--- src/rtl/alarm_pkg.sv ---
// rtl/alarm_pkg.sv - shared beep FSM state encoding and default pattern timing
package alarm_pkg;

    // FSM state encoding; 2'b11 is unused and recovers to IDLE
    typedef enum logic [1:0] {
        IDLE = 2'b00,
        ON   = 2'b01,
        OFF  = 2'b10
    } beep_state_t;

    // Default pattern timing, also used by the top-level alarm instantiation
    localparam int DEF_ON_CYCLES  = 50;
    localparam int DEF_OFF_CYCLES = 50;
    localparam int DEF_BEEPS      = 3;
    localparam int DEF_CNT_W      = 16;
    localparam int DEF_NUM_W      = 4;

endpackage

--- src/rtl/phase_timer.sv ---
// rtl/phase_timer.sv - loadable down-counter that flags the last cycle of a phase
module phase_timer #(
    parameter int CNT_W = 16
) (
    input  logic             clk,
    input  logic             reset,
    input  logic             load,
    input  logic [CNT_W-1:0] load_val,
    output logic             expire
);

    logic [CNT_W-1:0] count_q;
    logic [CNT_W-1:0] count_d;

    // Load takes priority; otherwise count down and hold at 1 so it never wraps
    always_comb begin
        count_d = count_q;
        if (load) begin
            count_d = load_val;
        end else if (count_q > CNT_W'(1)) begin
            count_d = count_q - CNT_W'(1);
        end
    end

    // Counter register, cleared asynchronously
    always_ff @(posedge clk or posedge reset) begin
        if (reset) begin
            count_q <= '0;
        end else begin
            count_q <= count_d;
        end
    end

    assign expire = (count_q == CNT_W'(1));

endmodule

--- src/rtl/beep_pattern_gen.sv ---
// rtl/beep_pattern_gen.sv - turns a trigger strobe into a timed multi-beep waveform (option: BEEP_RETRIGGER_EN)
module beep_pattern_gen
    import alarm_pkg::*;
#(
    parameter int ON_CYCLES  = DEF_ON_CYCLES,
    parameter int OFF_CYCLES = DEF_OFF_CYCLES,
    parameter int BEEPS      = DEF_BEEPS,
    parameter int CNT_W      = DEF_CNT_W,
    parameter int NUM_W      = DEF_NUM_W
) (
    input  logic clk,
    input  logic reset,
    input  logic trigger,
    input  logic stop,
    output logic beep_out,
    output logic busy,
    output logic done
);

    localparam logic [CNT_W-1:0] ON_VAL  = CNT_W'(ON_CYCLES);
    localparam logic [CNT_W-1:0] OFF_VAL = CNT_W'(OFF_CYCLES);
    localparam logic [NUM_W-1:0] BEEP_N  = NUM_W'(BEEPS);

    beep_state_t      state_q, state_d;
    logic [NUM_W-1:0] beep_cnt_q, beep_cnt_d;
    logic             beep_out_q, beep_out_d;
    logic             busy_q, busy_d;
    logic             done_q, done_d;
    logic             tmr_load;
    logic [CNT_W-1:0] tmr_val;
    logic             tmr_expire;

    phase_timer #(.CNT_W(CNT_W)) u_phase_timer (
        .clk      (clk),
        .reset    (reset),
        .load     (tmr_load),
        .load_val (tmr_val),
        .expire   (tmr_expire)
    );

    // Next-state logic: stop beats any retrigger, which beats the phase-end transition
    always_comb begin
        state_d    = state_q;
        beep_cnt_d = beep_cnt_q;
        tmr_load   = 1'b0;
        tmr_val    = ON_VAL;
        done_d     = 1'b0;
        case (state_q)
            IDLE: begin
                if (trigger && !stop) begin
                    state_d    = ON;
                    beep_cnt_d = NUM_W'(1);
                    tmr_load   = 1'b1;
                end
            end
            ON, OFF: begin
                if (stop) begin
                    state_d    = IDLE;
                    beep_cnt_d = '0;
`ifdef BEEP_RETRIGGER_EN
                end else if (trigger) begin
                    state_d    = ON;
                    beep_cnt_d = NUM_W'(1);
                    tmr_load   = 1'b1;
`endif
                end else if (tmr_expire) begin
                    if (state_q == OFF) begin
                        state_d    = ON;
                        beep_cnt_d = beep_cnt_q + NUM_W'(1);
                        tmr_load   = 1'b1;
                    end else if (beep_cnt_q < BEEP_N) begin
                        state_d  = OFF;
                        tmr_load = 1'b1;
                        tmr_val  = OFF_VAL;
                    end else begin
                        state_d    = IDLE;
                        beep_cnt_d = '0;
                        done_d     = 1'b1;
                    end
                end
            end
            default: begin
                state_d    = IDLE;
                beep_cnt_d = '0;
            end
        endcase
        beep_out_d = (state_d == ON);
        busy_d     = (state_d != IDLE);
    end

    // FSM state, beep counter and registered outputs
    always_ff @(posedge clk or posedge reset) begin
        if (reset) begin
            state_q    <= IDLE;
            beep_cnt_q <= '0;
            beep_out_q <= 1'b0;
            busy_q     <= 1'b0;
            done_q     <= 1'b0;
        end else begin
            state_q    <= state_d;
            beep_cnt_q <= beep_cnt_d;
            beep_out_q <= beep_out_d;
            busy_q     <= busy_d;
            done_q     <= done_d;
        end
    end

    assign beep_out = beep_out_q;
    assign busy     = busy_q;
    assign done     = done_q;

endmodule

--- config.mk ---
export PLATFORM = sky130hd
export DESIGN_NAME = beep_pattern_gen
export DESIGN_NICKNAME = d
export VERILOG_FILES = /design/src/rtl/alarm_pkg.sv /design/src/rtl/phase_timer.sv /design/src/rtl/beep_pattern_gen.sv
export SDC_FILE = /design/constraint.sdc
export NUM_CORES = 1
export LEC_CHECK = 0
export BUFFER_PORTS_ARGS = -buffer_cell sky130_fd_sc_hd__buf_2
export CELL_PAD_IN_SITES_DETAIL_PLACEMENT = 1
export CELL_PAD_IN_SITES_GLOBAL_PLACEMENT = 2
export CORE_MARGIN = 5
export CORE_UTILIZATION = 38
export CTS_CLUSTER_SIZE = 16
export DETAILED_ROUTE_END_ITERATION = 10
export HOLD_SLACK_MARGIN = 0.08
export MAX_ROUTING_LAYER = met4
export PLACE_DENSITY = 0.75
export SETUP_SLACK_MARGIN = 0.02
export SYNTH_ARGS = -nofsm -noshare
export SYNTH_HDL_FRONTEND = slang
export SYNTH_HIERARCHICAL = 1
export SYNTH_SLANG_ARGS = --single-unit
export TNS_END_PERCENT = 30
--- constraint.sdc ---
create_clock -name clk -period 4.1 [get_ports clk]
set_input_delay 0.615 -clock clk [delete_from_list [all_inputs] [get_ports clk]]
set_output_delay 0.615 -clock clk [all_outputs]
set_load 0.05 [all_outputs]
==> run metrics <==
outcome=finished clean; Critical Path RT=4.21 ns; grt ovf=0; layout cells sized above 1=0.120; Nets=203; via density per instance=5.48; Max Cap Viol=0; leakage=0.000733 µW; first-pass GRT wire length=6.54 mm; fmax=302 MHz; Slew Viols, Final=0; Ports=7; sequential share of the synthesized area=0.400; Int Power=612 µW; unique cell type count in the Yosys netlist=50; CTS tree=yes; Synth Flop Type=dfrtp_1; hpwl dp=2.84 mm; Max-slew headroom=0.564; port bufs=6; Least-Margin Pin Slew=0.654 ns; initial antenna violation count=0; maximum root-to-sink buffer count=2; WP data arrival=3.42 ns; Synth Cell Area=0.00157 mm²; Synth Register Bits=25; Reg clk slew, reported paths=0.10 ns; residual DRC count=0; ANT nets after route=0; Rows=23; hold buffer count at cts=0; # H-tree levels=1; Area Growth Syn to Fin=12.3%; Worst Setup End Kind=register; P_sw=451 µW; RSZ-0062 raised after global routing=no; Worst-Skew Late Latency=0.28 ns; Post-synth EDFFs=0; setup violators final=0; Chip Height=74.2 µm; Post-Syn Area per Cell=9.05 µm²; Sw Ratio=0.424; final hold vios=0; wirelength, routed=3.84 mm; Synth Instances=173; via count=1325; antenna cell count=0; Synthesis Warnings=6; Fin Hold WS=0.299 ns; sequential cell fraction of total power=0.422; chip width=74.2 µm; Initial Util=0.391; DR WL/cell=15.9 µm; combinational power share=0.430; final clock skew=0.0156 ns; crit path kind=register to register; clk sinks=25; Initial DRT Pass Iterations=4; cts bufs inserted=3; Crit Path Max Fanout=16; clock root buffer=clkbuf_8; Min Clock Period, post-route=3.31 ns; Tcrit/Tclk final=0.808; Initial DRC Count=66; pin count of the biggest net entering global routing=26; vias in the first global route=1373; Clock power frac=0.148; total track usage=0.159; setup TNS=0 ns; VDD IR max=0.228 mV; die outline area=0.00550 mm²; Core Area=0.00400 mm²; Final GP Congestion=0.856; CP Launch Type=register; Post-synth ARST share=1.00; post-CTS sizing=0; PD cells=605 mW/mm²; HP Class=input pin to asynchronous set/reset pin; Setup Fix Bufs, Post-CTS=0
==> through the flow <==
step | utilization | cells | cell area, µm² | total power (µW) | setup WS [ns]
final | 0.439 | 242 | 1760 | 1060 | 0.786
after global routing | 0.439 | 242 | 1760 | 1150 | 0.470
after CTS | 0.439 | 242 | 1760 | 1080 | 0.765
after detailed placement | 0.427 | 238 | 1710 | 909 | 0.757
after global placement | 0.427 | 238 | 1710 | 888 | 0.952
after floorplan | - | 187 | 1620 | 782 | 1.23
==> flip-flops by register name (all words and copies together) (netlist names) <==
name                   cells
busy                       1
state_q                    2
done                       1
u_phase_timer/count_q     16
beep_out                   1
beep_cnt_q                 4
==> worst paths after layout <==
path	from	end	slack [ns]	cells after the start
worst max-delay path	u_phase_timer/count_q[9]$_DFFE_PP0P_	u_phase_timer/count_q[14]$_DFFE_PP0P_	0.79	7
worst min-delay path	reset	beep_cnt_q[2]$_DFFE_PP0P_	0.30	2
worst max register to register	u_phase_timer/count_q[9]$_DFFE_PP0P_	u_phase_timer/count_q[14]$_DFFE_PP0P_	0.79	7
worst min register to register	beep_cnt_q[2]$_DFFE_PP0P_	beep_cnt_q[2]$_DFFE_PP0P_	0.52	1
max in group asynchronous	reset	u_phase_timer/count_q[0]$_DFFE_PP0P_	3.25	2
min in group clk	beep_cnt_q[2]$_DFFE_PP0P_	beep_cnt_q[2]$_DFFE_PP0P_	0.52	1
==> synthesized netlist by cell type (3+ instances only) <==
library cell | number | area (µm²)
inv_1 | 12 | 45.0
o21ai_0 | 4 | 20.0
nor2b_1 | 4 | 25.0
o31ai_1 | 8 | 60.1
dfrtp_1 | 25 | 626
or3_1 | 3 | 18.8
clkbuf_1 | 7 | 26.3
a21oi_1 | 7 | 35.0
nand2_1 | 15 | 56.3
ha_1 | 6 | 75.1
o41ai_1 | 3 | 26.3
nand3_1 | 5 | 25.0
o21a_1 | 3 | 22.5
nor3_1 | 11 | 55.1
nor2_1 | 13 | 48.8
==> worst max-delay path: stages, from the launching register on <==
cell,delay [ns]
dfrtp_1,0.46
or4_4,0.58
nor3_1,0.27
and4_1,0.37
o211ai_1,0.17
a211oi_4,0.59
nor3_1,0.16
a2111oi_0,0.53
==> cell usage in the layout (no fill, tap or decap), types with 4 or more instances in the layout <==
cell type,Yosys,layout
a21oi_1,7,7
conb_1,2,16
inv_1,12,12
dfrtp_1,25,25
nand2_1,15,15
nor2b_1,4,4
o21ai_0,4,4
buf_2,0,6
nor2_1,13,13
ha_1,6,6
nand3_1,5,5
nor3_1,11,11
o31ai_1,8,8
==> kinds of logic (layout without fill, tap and decap cells) <==
family / Yosys count / count (layout) / share of synthesized area
buf+inv: 20 / 25 / 0.0528
xor+xnor: 4 / 4 / 0.0224
other cells: 2 / 16 / 0.00480
compound gates: 41 / 41 / 0.191
flops: 25 / 25 / 0.400
mux: 3 / 3 / 0.0208
fa+ha+maj: 6 / 6 / 0.0480
simple gates: 72 / 72 / 0.261
==> layer usage <==
layer | wire length (µm) | global-route usage | vias to the layer above
met5 | 0 | - | -
met4 | 41 | 0.0463 | 0
met3 | 138 | 0.0324 | 4
met2 | 1790 | 0.241 | 21
met1 | 1880 | 0.214 | 646
li1 | - | - | 654
==> area by class of cell <==
type                            instances  area [µm²]
Sequential cell                        25         626
Clock buffer                            3        41.3
Tap cell                               50        62.6
Inverter                               12        45.0
Timing Repair Buffer                    9        52.6
Clock inverter                          1        8.76
Fill cell                             457        2240
Multi-Input combinational cell        142         922
==> power groups by stage <==
stage / clock network, µW / registers, µW / logic (µW)
finish: 157 / 449 / 458
global placement: 0 / 445 / 443
global route: 175 / 467 / 508
floorplan: 0 / 451 / 331
detailed placement: 0 / 450 / 459
CTS: 166 / 448 / 461
Note: power is estimated with default switching activity, not from simulation.
